[config.mk]
export PLATFORM = sky130hd
export DESIGN_NAME = dvs_event_decoder
export DESIGN_NICKNAME = d
export VERILOG_FILES = /design/src/rtl/dvs_ravens_pkg.sv /design/src/rtl/dvs_event_fifo.sv /design/src/rtl/dvs_event_decoder.sv
export SDC_FILE = /design/constraint.sdc
export NUM_CORES = 1
export LEC_CHECK = 0
export ABC_CLOCK_PERIOD_IN_PS = 6600
export CAP_MARGIN = 10
export CORE_UTILIZATION = 40
export DETAILED_ROUTE_END_ITERATION = 7
export GPL_ROUTABILITY_DRIVEN = 0
export HOLD_SLACK_MARGIN = 0.05
export PLACE_DENSITY = 0.67
export RECOVER_POWER = 25
export REMOVE_ABC_BUFFERS = 1
export SETUP_SLACK_MARGIN = 0.3
export SYNTH_ARGS = -nofsm -noshare
export SYNTH_HDL_FRONTEND = slang
export SYNTH_HIERARCHICAL = 1
export SYNTH_SLANG_ARGS = --single-unit
[constraint.sdc]
create_clock -name clk -period 6.6 [get_ports clk]
set_input_delay 0.66 -clock clk [delete_from_list [all_inputs] [get_ports clk]]
set_output_delay 0.66 -clock clk [all_outputs]
set_load 0.02 [all_outputs]
[src/rtl/dvs_ravens_pkg.sv]
// rtl/dvs_ravens_pkg.sv - shared widths, decoded-event struct and timestamp FSM states
package dvs_ravens_pkg;

  localparam int DVS_X_ADDR_BITS    = 8;
  localparam int DVS_Y_ADDR_BITS    = 8;
  localparam int TIMESTAMP_US_BITS  = 16;
  localparam int EVENT_BITS         = DVS_X_ADDR_BITS + DVS_Y_ADDR_BITS + 1 + TIMESTAMP_US_BITS;
  // Widest neuron id any crop inside the sensor address space can produce.
  localparam int NEURON_ID_MAX_BITS = DVS_X_ADDR_BITS + DVS_Y_ADDR_BITS;

  typedef enum logic {
    TS_FIRST = 1'b0,
    TS_TRACK = 1'b1
  } ts_state_e;

  typedef struct packed {
    logic [NEURON_ID_MAX_BITS-1:0] neuron_id;
    logic                          polarity;
    logic [TIMESTAMP_US_BITS-1:0]  delta_us;
  } decoded_event_t;

endpackage

[src/rtl/dvs_event_fifo.sv]
// rtl/dvs_event_fifo.sv - power-of-two synchronous FIFO, full/empty from wrap-bit pointers
module dvs_event_fifo #(
  parameter int WIDTH = 8,
  parameter int DEPTH = 4
) (
  input  logic             clk,
  input  logic             rst,
  input  logic             push_i,
  input  logic [WIDTH-1:0] wdata_i,
  input  logic             pop_i,
  output logic [WIDTH-1:0] rdata_o,
  output logic             full_o,
  output logic             empty_o
);

  localparam int AW = $clog2(DEPTH);

  logic [WIDTH-1:0] mem_q [DEPTH];
  logic [AW:0]      wr_ptr_q, rd_ptr_q;
  logic             push_ok, pop_ok;

  assign push_ok = push_i && !full_o;
  assign pop_ok  = pop_i && !empty_o;

  assign empty_o = (wr_ptr_q == rd_ptr_q);
  assign full_o  = (wr_ptr_q[AW] != rd_ptr_q[AW]) && (wr_ptr_q[AW-1:0] == rd_ptr_q[AW-1:0]);
  assign rdata_o = mem_q[rd_ptr_q[AW-1:0]];

  always_ff @(posedge clk) begin
    if (rst) begin
      wr_ptr_q <= '0;
      rd_ptr_q <= '0;
    end else begin
      if (push_ok) wr_ptr_q <= wr_ptr_q + 1'b1;
      if (pop_ok)  rd_ptr_q <= rd_ptr_q + 1'b1;
    end
  end

  // Storage needs no reset: the pointers alone define what is valid.
  always_ff @(posedge clk) begin
    if (push_ok) mem_q[wr_ptr_q[AW-1:0]] <= wdata_i;
  end

endmodule

[src/rtl/dvs_event_decoder.sv]
// rtl/dvs_event_decoder.sv - buffers DVS events, crops, maps to neuron id and timestamp delta
module dvs_event_decoder
  import dvs_ravens_pkg::*;
#(
  parameter int CROP_WIDTH  = 100,
  parameter int CROP_HEIGHT = 100,
  parameter int FIFO_DEPTH  = 4,
  localparam int NEURON_ID_BITS = $clog2(CROP_WIDTH * CROP_HEIGHT)
) (
  input  logic                         clk,
  input  logic                         rst,
  input  logic [EVENT_BITS-1:0]        in_event,
  input  logic                         in_valid,
  output logic                         in_ready,
  output logic [NEURON_ID_BITS-1:0]    out_neuron_id,
  output logic                         out_polarity,
  output logic [TIMESTAMP_US_BITS-1:0] out_delta_us,
  output logic                         out_valid,
  input  logic                         out_ready,
  output logic [15:0]                  drop_count
);

  logic                         fifo_full, fifo_empty, fifo_pop;
  logic [EVENT_BITS-1:0]        head;
  logic [DVS_X_ADDR_BITS-1:0]   head_x;
  logic [DVS_Y_ADDR_BITS-1:0]   head_y;
  logic                         head_pol;
  logic [TIMESTAMP_US_BITS-1:0] head_ts;
  logic                         in_range, advance, load, drop;

  decoded_event_t               dec_d, dec_q;
  logic                         out_valid_q;
  logic [TIMESTAMP_US_BITS-1:0] last_ts_q;
  logic [15:0]                  drop_count_q;
  ts_state_e                    state_q;

  assign in_ready = !fifo_full && !rst;

  dvs_event_fifo #(
    .WIDTH (EVENT_BITS),
    .DEPTH (FIFO_DEPTH)
  ) u_fifo (
    .clk     (clk),
    .rst     (rst),
    .push_i  (in_valid && in_ready),
    .wdata_i (in_event),
    .pop_i   (fifo_pop),
    .rdata_o (head),
    .full_o  (fifo_full),
    .empty_o (fifo_empty)
  );

  assign head_x   = head[EVENT_BITS-1 -: DVS_X_ADDR_BITS];
  assign head_y   = head[EVENT_BITS-DVS_X_ADDR_BITS-1 -: DVS_Y_ADDR_BITS];
  assign head_pol = head[TIMESTAMP_US_BITS];
  assign head_ts  = head[TIMESTAMP_US_BITS-1:0];

  assign in_range = (int'(head_x) < CROP_WIDTH) && (int'(head_y) < CROP_HEIGHT);
  assign advance  = !out_valid_q || out_ready;
  assign fifo_pop = !fifo_empty && advance;
  assign load     = fifo_pop && in_range;
  assign drop     = fifo_pop && !in_range;

  // Subtraction at timestamp width makes counter wrap yield the true small delta.
  always_comb begin
    dec_d           = '0;
    dec_d.neuron_id = NEURON_ID_MAX_BITS'(int'(head_y) * CROP_WIDTH + int'(head_x));
    dec_d.polarity  = head_pol;
    dec_d.delta_us  = (state_q == TS_FIRST) ? '0 : (head_ts - last_ts_q);
  end

  always_ff @(posedge clk) begin
    if (rst) begin
      dec_q        <= '0;
      out_valid_q  <= 1'b0;
      last_ts_q    <= '0;
      drop_count_q <= '0;
      state_q      <= TS_FIRST;
    end else begin
      if (load) begin
        dec_q       <= dec_d;
        out_valid_q <= 1'b1;
        last_ts_q   <= head_ts;
        state_q     <= TS_TRACK;
      end else if (out_ready) begin
        out_valid_q <= 1'b0;
      end
      if (drop && (drop_count_q != 16'hFFFF)) drop_count_q <= drop_count_q + 16'd1;
    end
  end

  assign out_neuron_id = NEURON_ID_BITS'(dec_q.neuron_id);
  assign out_polarity  = dec_q.polarity;
  assign out_delta_us  = dec_q.delta_us;
  assign out_valid     = out_valid_q;
  assign drop_count    = drop_count_q;

endmodule

# [Yosys cells after proc, flatten, opt, wreduce, memory -nomap -nowiden]
# Memories as Yosys holds them, arrays and structs flattened. A register that Yosys moved wholly into a read port is not among the register bits.
# Index checks and enable logic that the tools add are counted.
[op_classes] add_sub_neg=5 multipliers=1 div_mod_pow=0 magnitude_cmp=2 eq_ne=4 shifts=0 n_mux=7 n_bitwise=0 reduce_logical=17
[op_table] operator="adder 16 x 1 -> 16 bit (second input constant)" n=1
[op_table] operator="less-than comparator 8 x 7 -> 1 bit (second input constant)" n=2
[op_table] operator="2-to-1 mux 16 bit" n=1
[op_table] operator="inequality test 16 bit (second input constant)" n=1
[op_table] operator="subtractor 16 bit" n=1
[op_table] operator="adder 14 x 8 -> 14 bit" n=1
[op_table] operator="multiplier 8 x 5 -> 12 bit (second input constant)" n=1
[op_table] operator="logical AND 1 bit" n=10
[op_table] operator="adder 3 x 1 -> 3 bit (second input constant)" n=2
[op_table] operator="logical NOT 1 bit" n=5
[op_table] operator="2-to-1 mux 1 bit" n=4
[op_table] operator="2-to-1 mux 2 bit" n=2
[op_table] operator="== test 3 bit" n=1
[op_table] operator="== test 2 bit" n=1
[op_table] operator="nonzero test 2 bit" n=1
[op_table] operator="logical OR 1 bit" n=1
[op_table] operator="inequality test 1 bit" n=1
[word_totals] register_bits=71 latchBits=0 ramBits=132 rom_bits=0 input_bits=37 out_inout_bits=49 elab_cells=46 n_memories=1
[memory_table] name="u_fifo.mem_q" depth=4 word_bits=33 rd=1 rd_ports_with_merged_regs=1 wr=1 line="dvs_event_fifo.sv:18" text="logic [WIDTH-1:0] mem_q [DEPTH];"

# [Depth between registers and ports, before layout]
[logic_depth] depth_word=8 mapped_depth=17 ltp_nobuf=15

# [Hierarchy]
# The synthesis kept the hierarchy.
[modules_own_cells] module="dvs_event_fifo" instances=1 cells_per_inst=241 area_each_um2=5335.1 seq_area_each_um2=4124.0
[modules_own_cells] module="dvs_event_decoder" instances=1 cells_per_inst=501 area_each_um2=4171.5 seq_area_each_um2=1301.2

# [Worst setup path before layout]
# No wires, ideal clock.
[synth_timing] path_type="reg-to-reg" start="register with a tool-made name" end="register dec_q (netlist bit out_neuron_id[13])" setup_ns=0.079 arrival_ns=4.037 required_time_ns=6.521 setup_slack_ns=2.483 path_stages_with_launch=16 synth_period_minus_slack_ns=4.117 path_cell_list="dfxtp_1 > buf_2 > buf_4 > mux4_2 > ha_1 > ha_1 > ha_1 > inv_1 > fa_1 > nand2b_1 > a21oi_4 > xor2_2 > nand4_2 > nor3b_2 > xnor3_1 > a211oi_2"
[synth_lines] element="end signal: assignment" line="dvs_event_decoder.sv:74" text="dec_q <= '0;"
[synth_lines] element="end signal: assignment" line="dvs_event_decoder.sv:81" text="dec_q <= dec_d;"
[synth_lines] element="end: declaration" line="dvs_event_decoder.sv:31" text="decoded_event_t dec_d, dec_q;"

==> impl_metrics.tcl <==
set metrics [dict create \
    async_flop_share 0 \
    powerDensity_nw_per_um2 432 \
    area_growth_pct 21.0 \
    finalWirelength_um 18900 \
    clk_pin_slew_ns 0.06 \
    cts_buffers 23 \
    yosysSeqAreaShare 0.571 \
    r2r_cells 14 \
    crit_path_start_kind "register" \
    worst_pin_slew_ns 0.854 \
    yosysTopAreaCellShare 0.417 \
    fin_crit_sh 0.677 \
    status "finished clean" \
    cp-end-kind "register" \
    synth_seq_cells 205 \
    dieHeight_um 156 \
    min_path_cells 2 \
    crit_required_ns 7.04 \
    fmax_mhz 224 \
    fin_crit_ns 4.47 \
    clkLatencyLatePin_ns 0.52 \
    io_buffers 85 \
    synth_adder_area_share 0.0842 \
    cp_max_fo 17 \
    routed_via_density 5.16 \
    cpPeakStageDelay_ns 0.88 \
    syn_inst 742 \
    drtAntennaViolNets 0 \
    synth-compound-area-share 0.0908 \
    first_global_vias 5847 \
    cts_resized 0 \
    grt_max_degree 72 \
    grt_use_total 0.161 \
    route.vias.total 6036 \
    cp_slowest_cell "dfxtp_1" \
    clockBufferDepth 3 \
    synth_xor_area_frac 0.0436 \
    layout_commonest_cell "edfxtp_1" \
    fp-row-count 56 \
    skew_ns 0.0194 \
    leakagePower_nw 4.02 \
    firstDrtPassIters 5 \
    routed.top_layer "met4" \
    hold_path.class "register to register" \
    fin_tns_setup_ns 0 \
    start_util 0.406 \
    peakVddDrop_uv 251 \
    avgSynthCellArea_sq_um 12.8 \
    wl_met3_um 812 \
    clock_sinks 205 \
    relSlewSlack 0.430 \
    final_util 0.492 \
    dp_hpwl_um 12600 \
    grt_pass1_wl_um 30600 \
    synth_edf_count 132 \
    synth_area_leaders "edfxtp_1 (42%), dfxtp_1 (15%), mux4_2 (7.8%), ha_1 (7.4%), a21oi_1 (2.5%)" \
    die_w_um 156 \
    final_cell_mix "edfxtp_1 (132), dfxtp_1 (72), nand2_1 (64)" \
    drv_slew 0 \
    wl_per_cell_um 16.2 \
    synth-simple-area-share 0.0978 \
    synthesis.yosys.warnings 6 \
    synthFlopType "edfxtp_1" \
    path_class "register to register" \
    drtIter0Drc 360 \
    met1_length_um 8550 \
    rsz0062_at_grt "no" \
    crit_arrival_ns 4.91 \
    crit_top_cell "ha_1" \
    dieArea_sq_um 24400 \
    antenna_found_initial 0 \
    root_buffer "clkbuf_16" \
    io_pins 86 \
    drv_cap 0 \
    cts_setup_buffers 0 \
    overflow 0 \
    synth_cell_types 62 \
    synthMuxAreaShare 0.0792 \
    fillCellCount 2073 \
    drc_errors 0 \
    hold_buffers 0 \
    antennaDiodeCount 0 \
    setup_violations 0 \
    cts_htree_levels 1 \
    hold_viol_final 0 \
    drive_gt1_frac 0.115 \
    fp.coreArea_sq_um 23400 \
    synth_area_sq_um 9510 \
    nets 932 \
    crit_chain "mux4_2 > ha_1 > ha_1 > inv_1 > fa_1 > inv_1 > ha_1 > o21ai_0 > nand3b_1 > nand3_1 > nand4_2 > nor3b_2 > xnor3_1 > a211oi_2" \
    cts_tree "done" \
    synth_top_family_by_area "simple AND/OR/NAND/NOR gates" \
    synth_top_area_cell "edfxtp_1" \
    met2_length_um 9020 \
]
-- kinds of logic after synthesis --
group / Yosys count
AOI/OAI and AO/OA: 133
xor gates and xnor gates: 44
adders and majority gates: 61
buffers and inverters: 75
DFF: 205
muxes: 34
and+or+nand+nor: 190
-- cells in the mapped netlist, types with 3 or more instances --
master,instances
ha_1,56
xnor2_1,16
fa_1,5
clkbuf_1,17
buf_2,5
buf_4,3
a211o_1,4
dfxtp_1,73
nand2_1,64
and3_1,10
a31oi_1,5
o211ai_1,6
nor3b_1,8
nor2_1,44
and2_1,6
nor3_1,5
xor2_1,25
nand4_1,14
inv_1,46
a21o_1,7
a22oi_1,3
nand2b_1,9
o21ai_1,5
a22o_1,5
nor2b_1,5
a21oi_1,48
o21ai_0,20
nand3_1,14
edfxtp_1,132
a211oi_1,9
mux4_2,33
o21a_1,4
-- metal layers --
layer	GRT usage	vias to the layer above
li1	-	2922
met1	0.211	2956
met2	0.271	125
met3	0.0272	33
met4	0.0528	0
met5	0	-
-- registers in the layout, summed over array words and instances (netlist names), named ones only --
name,cells
u_fifo/mem_q,132
drop_count,16
last_ts_q,16
out_delta_us,16
out_neuron_id,14
u_fifo/rd_ptr_q,3
u_fifo/wr_ptr_q,3
out_polarity,1
out_valid,1
state_q,1
-- cell type report --
type	instances	area, sq um	area share
multi-input combinational	462	3780	0.329
clock inverter	11	148	0.0128
clock buffer	31	646	0.0561
inverter	46	173	0.0150
sequential	205	5430	0.472
tap	319	399	0.0347
timing repair buffer	96	928	0.0807
-- worst paths after layout --
| check | from | end | slack (ns) |
|---|---|---|---|
| hold reg to reg | out_delta_us[10]$_SDFFE_PP0P_ | out_delta_us[10]$_SDFFE_PP0P_ | 0.44 |
| setup reg to reg | register | out_neuron_id[13]$_SDFFE_PP0P_ | 2.13 |
| setup / recovery | register | out_neuron_id[13]$_SDFFE_PP0P_ | 2.13 |
| hold / removal | out_delta_us[10]$_SDFFE_PP0P_ | out_delta_us[10]$_SDFFE_PP0P_ | 0.44 |
-- through the flow --
| stage | setup WS [ns] | std cells | hold slack, ns | instance area [sq um] | power [W] |
|---|---|---|---|---|---|
| after floorplan | 1.53 | 713 | 0.430 | 9360 | 0.00320 |
| after global placement | 2.18 | 1128 | 0.443 | 10700 | 0.00365 |
| after detailed placement | 2.14 | 1128 | 0.439 | 10700 | 0.00368 |
| after CTS | 2.10 | 1170 | 0.448 | 11500 | 0.00502 |
| after global routing | 1.81 | 1170 | 0.468 | 11500 | 0.00532 |
| final | 2.13 | 1170 | 0.445 | 11500 | 0.00497 |
-- critical path, delay by kind of cell (launching register included) --
family,cells,cell delay (ns)
AO/OA/AOI/OAI,2,0.37
XOR/XNOR,1,0.34
adder cells (fa/ha/maj),4,1.49
buffers and inverters,2,0.09
flip-flops,1,0.88
multiplexers,1,0.47
AND/OR/NAND/NOR,4,0.73
-- report_power, final --
part	switching [W]	internal (W)	leakage [nW]	total [W]
clock	0.000505	0.000808	0.394	0.00131
sequential	0.0000658	0.00144	1.79	0.00151
combinational	0.00122	0.000935	1.84	0.00215
Note: power is estimated with default switching activity, not from simulation.
==> RTL change 1 (config.mk and constraints unchanged) <==
Change the package constant `DVS_X_ADDR_BITS` from 8 to 7.
--- a/src/rtl/dvs_ravens_pkg.sv
+++ b/src/rtl/dvs_ravens_pkg.sv
@@ -1,7 +1,7 @@
 // rtl/dvs_ravens_pkg.sv - shared widths, decoded-event struct and timestamp FSM states
 package dvs_ravens_pkg;
 
-  localparam int DVS_X_ADDR_BITS    = 8;
+  localparam int DVS_X_ADDR_BITS    = 7;
   localparam int DVS_Y_ADDR_BITS    = 8;
   localparam int TIMESTAMP_US_BITS  = 16;
   localparam int EVENT_BITS         = DVS_X_ADDR_BITS + DVS_Y_ADDR_BITS + 1 + TIMESTAMP_US_BITS;
Interface: changed (resized in_event); port bits go from 86 to 85. The function was not compared with the original's and may differ.
==> RTL change 1 against the unedited design <==
- fmax rose by 1.7%
- wire length is 5.2% lower
- critical endpoint unchanged
- largest cell class unchanged
- setup slack better by 0.075 ns
- sequential cell count fell by 4
- synthesized area decreased by 2.3%
- critical path depth shrank 1
- final cell count shrank 4.4%
- power decreased by 3.5%
- count of clock-buffer cells in the layout is 8 lower
- design area down 2.9%
- clock skew shrank 0.0018 ns
==> RTL change 1: results <==
synth:
  synth_area_leaders: "edfxtp_1 (41%), dfxtp_1 (16%), mux4_2 (7.8%)"
  synth.lib_cells_used.distinct: 61
  yosys-top-cells-count: "edfxtp_1 (128), dfxtp_1 (73), nand2_1 (71), ha_1 (55), a21oi_1 (51)"
  synth_edf_count: 128
  async_flop_share: 0
  ys_warn_count: 6
  synth_ff_type: "edfxtp_1"
  seq_area_frac_synth: 0.571
clocking:
  worstSkewPairLatency_ns: 0.51
  clock-root-buffer: "clkbuf_16"
  clk_pin_slew_worst_paths_ns: 0.06
  postCtsSetupRepairBufs: 0
  cts.repair.resized: 0
  htreeDepth: 1
  cts_buffers: 22
  clockBufferDepth: 3
global_routing:
  grt_first_pass_wirelength_mm: 29.4
  grt_use_total: 0.155
  grt_pass1_vias: 5659
  antenna_found_initial: 2
  grt_max_degree: 72
route:
  routed-wl-met2_mm: 8.47
  wl_per_cell_um: 16.0
  drt_iter0_markers: 284
  vias: 5776
  wl_met3_um: 809
  dr.pass1.iters: 4
  drt-met1-wl_mm: 8.25
  dr.max_layer_used: "met4"
place:
  numPortBuffers: 84
  dp_hpwl_mm: 12.0
final_layout:
  largest_register_ffs: 128
  nets: 912
  drive_gt1_frac: 0.109
min_path:
  hold_class: "reg -> reg"
critical_path:
  path_max_fanout: 12
pwr:
  peakVddDrop_v: 0.000255
  p_leak_nw: 3.85
sta:
  tightestPinTransition_ns: 0.956
  finalClockSkew_ns: 0.0177
status:
  status: "completed"
## RTL change 1: cell types whose count changed in the layout (fill, tap and decap cells not counted), sizes merged, moves of 5 or more
cell	delta
xor2	-5
o21ai	-8
nand2	+7
clkinvlp	+6
or3	+7
nand4	-11
clkbuf	-8
## RTL change 1: logic make-up after synthesis
| family | after synthesis | share of synthesized area |
|---|---|---|
| AOI/OAI and AO/OA | 132 | 0.0914 |
| xor gates and xnor gates | 43 | 0.0437 |
| and+or+nand+nor | 188 | 0.0969 |
| DFF | 201 | 0.571 |
| adders and majority gates | 60 | 0.0849 |
| muxes | 34 | 0.0798 |
| buffers and inverters | 70 | 0.0319 |
## RTL change 1: routing by layer
layer	vias to the layer above	GRT usage
met1	2773	0.207
met2	123	0.263
met4	0	0.0401
met5	-	0
li1	2854	-
met3	26	0.0269
## RTL change 1: critical path, stage by stage (launching register included)
cell	delay [ns]
dfxtp_2	0.60
mux4_2	0.63
inv_1	0.09
ha_1	0.23
ha_1	0.32
fa_1	0.46
ha_1	0.25
a211oi_1	0.36
o21bai_1	0.13
a21oi_1	0.21
xnor2_1	0.18
nor4b_2	0.28
xnor3_1	0.36
a211oi_2	0.20
## RTL change 1: per-stage QoR
| step | setup WS, ns | hold WS (ns) | instances | cell area [um2] | util |
|---|---|---|---|---|---|
| after global placement | 2.26 | 0.438 | 1077 | 10400 | 0.459 |
| after floorplan | 1.50 | 0.430 | 700 | 9150 | - |
| final | 2.21 | 0.450 | 1118 | 11200 | 0.492 |
| after global routing | 1.88 | 0.470 | 1118 | 11200 | 0.492 |
| after CTS | 2.19 | 0.455 | 1117 | 11200 | 0.492 |
| after detailed placement | 2.21 | 0.447 | 1077 | 10400 | 0.459 |
## RTL change 1: power breakdown
| part | total, mW | switching, mW | internal [mW] |
|---|---|---|---|
| combinational | 2.05 | 1.15 | 0.901 |
| sequential | 1.51 | 0.0727 | 1.43 |
| clock | 1.24 | 0.501 | 0.743 |
| total | 4.80 | 1.72 | 3.08 |
## RTL change 1: final cells by class
type	count	area [um2]
Antenna cell	1	2.50
Clock buffer	23	564
Clock inverter	17	184
Fill cell	2002	11500
Inverter	42	158
Multi-Input combinational cell	457	3700
Sequential cell	201	5310
Tap cell	285	357
Timing Repair Buffer	92	896
## RTL change 1: path summary, 6_finish.rpt
| path | from | endpoint | slack [ns] | cells after the start |
|---|---|---|---|---|
| worst max-delay path | register | out_neuron_id[13]$_SDFFE_PP0P_ | 2.21 | 13 |
| worst min-delay path | out_delta_us[2]$_SDFFE_PP0P_ | out_delta_us[2]$_SDFFE_PP0P_ | 0.45 | 2 |
| worst max register to register | register | out_neuron_id[13]$_SDFFE_PP0P_ | 2.21 | 13 |
| worst min register to register | out_delta_us[2]$_SDFFE_PP0P_ | out_delta_us[2]$_SDFFE_PP0P_ | 0.45 | 2 |
==> RTL change 2 (same flow settings) <==
Without the edit above. Make the reset (`rst`) asynchronous in 2 clocked blocks.
--- a/src/rtl/dvs_event_fifo.sv
+++ b/src/rtl/dvs_event_fifo.sv
@@ -26,7 +26,7 @@
   assign full_o  = (wr_ptr_q[AW] != rd_ptr_q[AW]) && (wr_ptr_q[AW-1:0] == rd_ptr_q[AW-1:0]);
   assign rdata_o = mem_q[rd_ptr_q[AW-1:0]];
 
-  always_ff @(posedge clk) begin
+  always_ff @(posedge clk or posedge rst) begin
     if (rst) begin
       wr_ptr_q <= '0;
       rd_ptr_q <= '0;
--- a/src/rtl/dvs_event_decoder.sv
+++ b/src/rtl/dvs_event_decoder.sv
@@ -69,7 +69,7 @@
     dec_d.delta_us  = (state_q == TS_FIRST) ? '0 : (head_ts - last_ts_q);
   end
 
-  always_ff @(posedge clk) begin
+  always_ff @(posedge clk or posedge rst) begin
     if (rst) begin
       dec_q        <= '0;
       out_valid_q  <= 1'b0;
Function: differs if rst is asserted again (counterexample within 4 cycles, from zero or initial values and one cycle with rst high); with rst held inactive, the same outputs for 4 cycles.
==> RTL change 2 against the unedited design <==
- synthesized area up 1.3%
- sequential cell count shrank 2
- non-clock buffer count decreased by 2
- design area rose by 0.44%
- wire length is 5.3% lower
- synthesized cell count down 11%
- setup slack got worse by 0.26 ns
- clock skew is 0.0024 ns lower
Power is not shown: default switching activity piles up to over one toggle a cycle in this logic, so the estimate is an artifact.
==> RTL change 2: results <==
status:
  status: "completed"
critical_path:
  path_max_fanout: 22
  r2r_slack_ns: 1.88
  critPathArrivalTime_ns: 5.11
  critPathCapture: "out_neuron_id[13]$_DFFE_PP0P_"
place:
  dp_hpwl_mm: 12.8
  dpl_cell_area_um2: 10900
synth:
  avgSynthCellArea_um2: 14.6
  synth_adder_area_share: 0.0832
  synth_compound_area_frac: 0.0767
  async_flop_share: 0.350
  yosys-top-cells-count: "edfxtp_1 (132), dfrtp_1 (71), ha_1 (56), inv_1 (49), nand2_1 (48)"
  seq_area_frac_synth: 0.596
  synth_area_leaders: "edfxtp_1 (41%), dfrtp_1 (18%), mux4_2 (7.7%)"
  synth_xor_area_frac: 0.0511
global_routing:
  grt_pass1_vias: 5626
  grt_first_pass_wirelength_mm: 29.5
sta:
  slew_headroom: 0.402
  hold_ws_ns: 0.477
  finalClockSkew_ns: 0.0170
final_layout:
  nets: 857
  fillers: 2103
route:
  dr.pass1.iters: 4
  drt_iter0_markers: 285
  wl_per_cell_um: 16.4
==> RTL change 2: changes by cell type after synthesis, sizes merged, moves of 11 or more <==
cell and delta:
a21oi -33, nor2 -26, clkbuf -11, mux2 +22, dfrtp +71, nand2 -16
o31ai +13, dfxtp -73
==> RTL change 2: per-layer routing <==
layer	part of all wire	vias to the layer above	track usage
li1	-	2649	-
met1	0.44	2633	0.200
met2	0.49	109	0.261
met3	0.044	24	0.0256
met4	0.024	0	0.0504
met5	0	-	0
==> RTL change 2: layout make-up <==
| cell class | instances | area [um2] | area share |
|---|---|---|---|
| multi-input cells | 389 | 3610 | 0.312 |
| clock inverters | 10 | 100 | 0.00866 |
| diodes | 1 | 2.50 | 0.000217 |
| inverters | 49 | 184 | 0.0159 |
| repair buffers | 94 | 918 | 0.0795 |
| flip-flops and latches | 203 | 5740 | 0.497 |
| well taps | 319 | 399 | 0.0345 |
| clock buffers | 30 | 601 | 0.0520 |
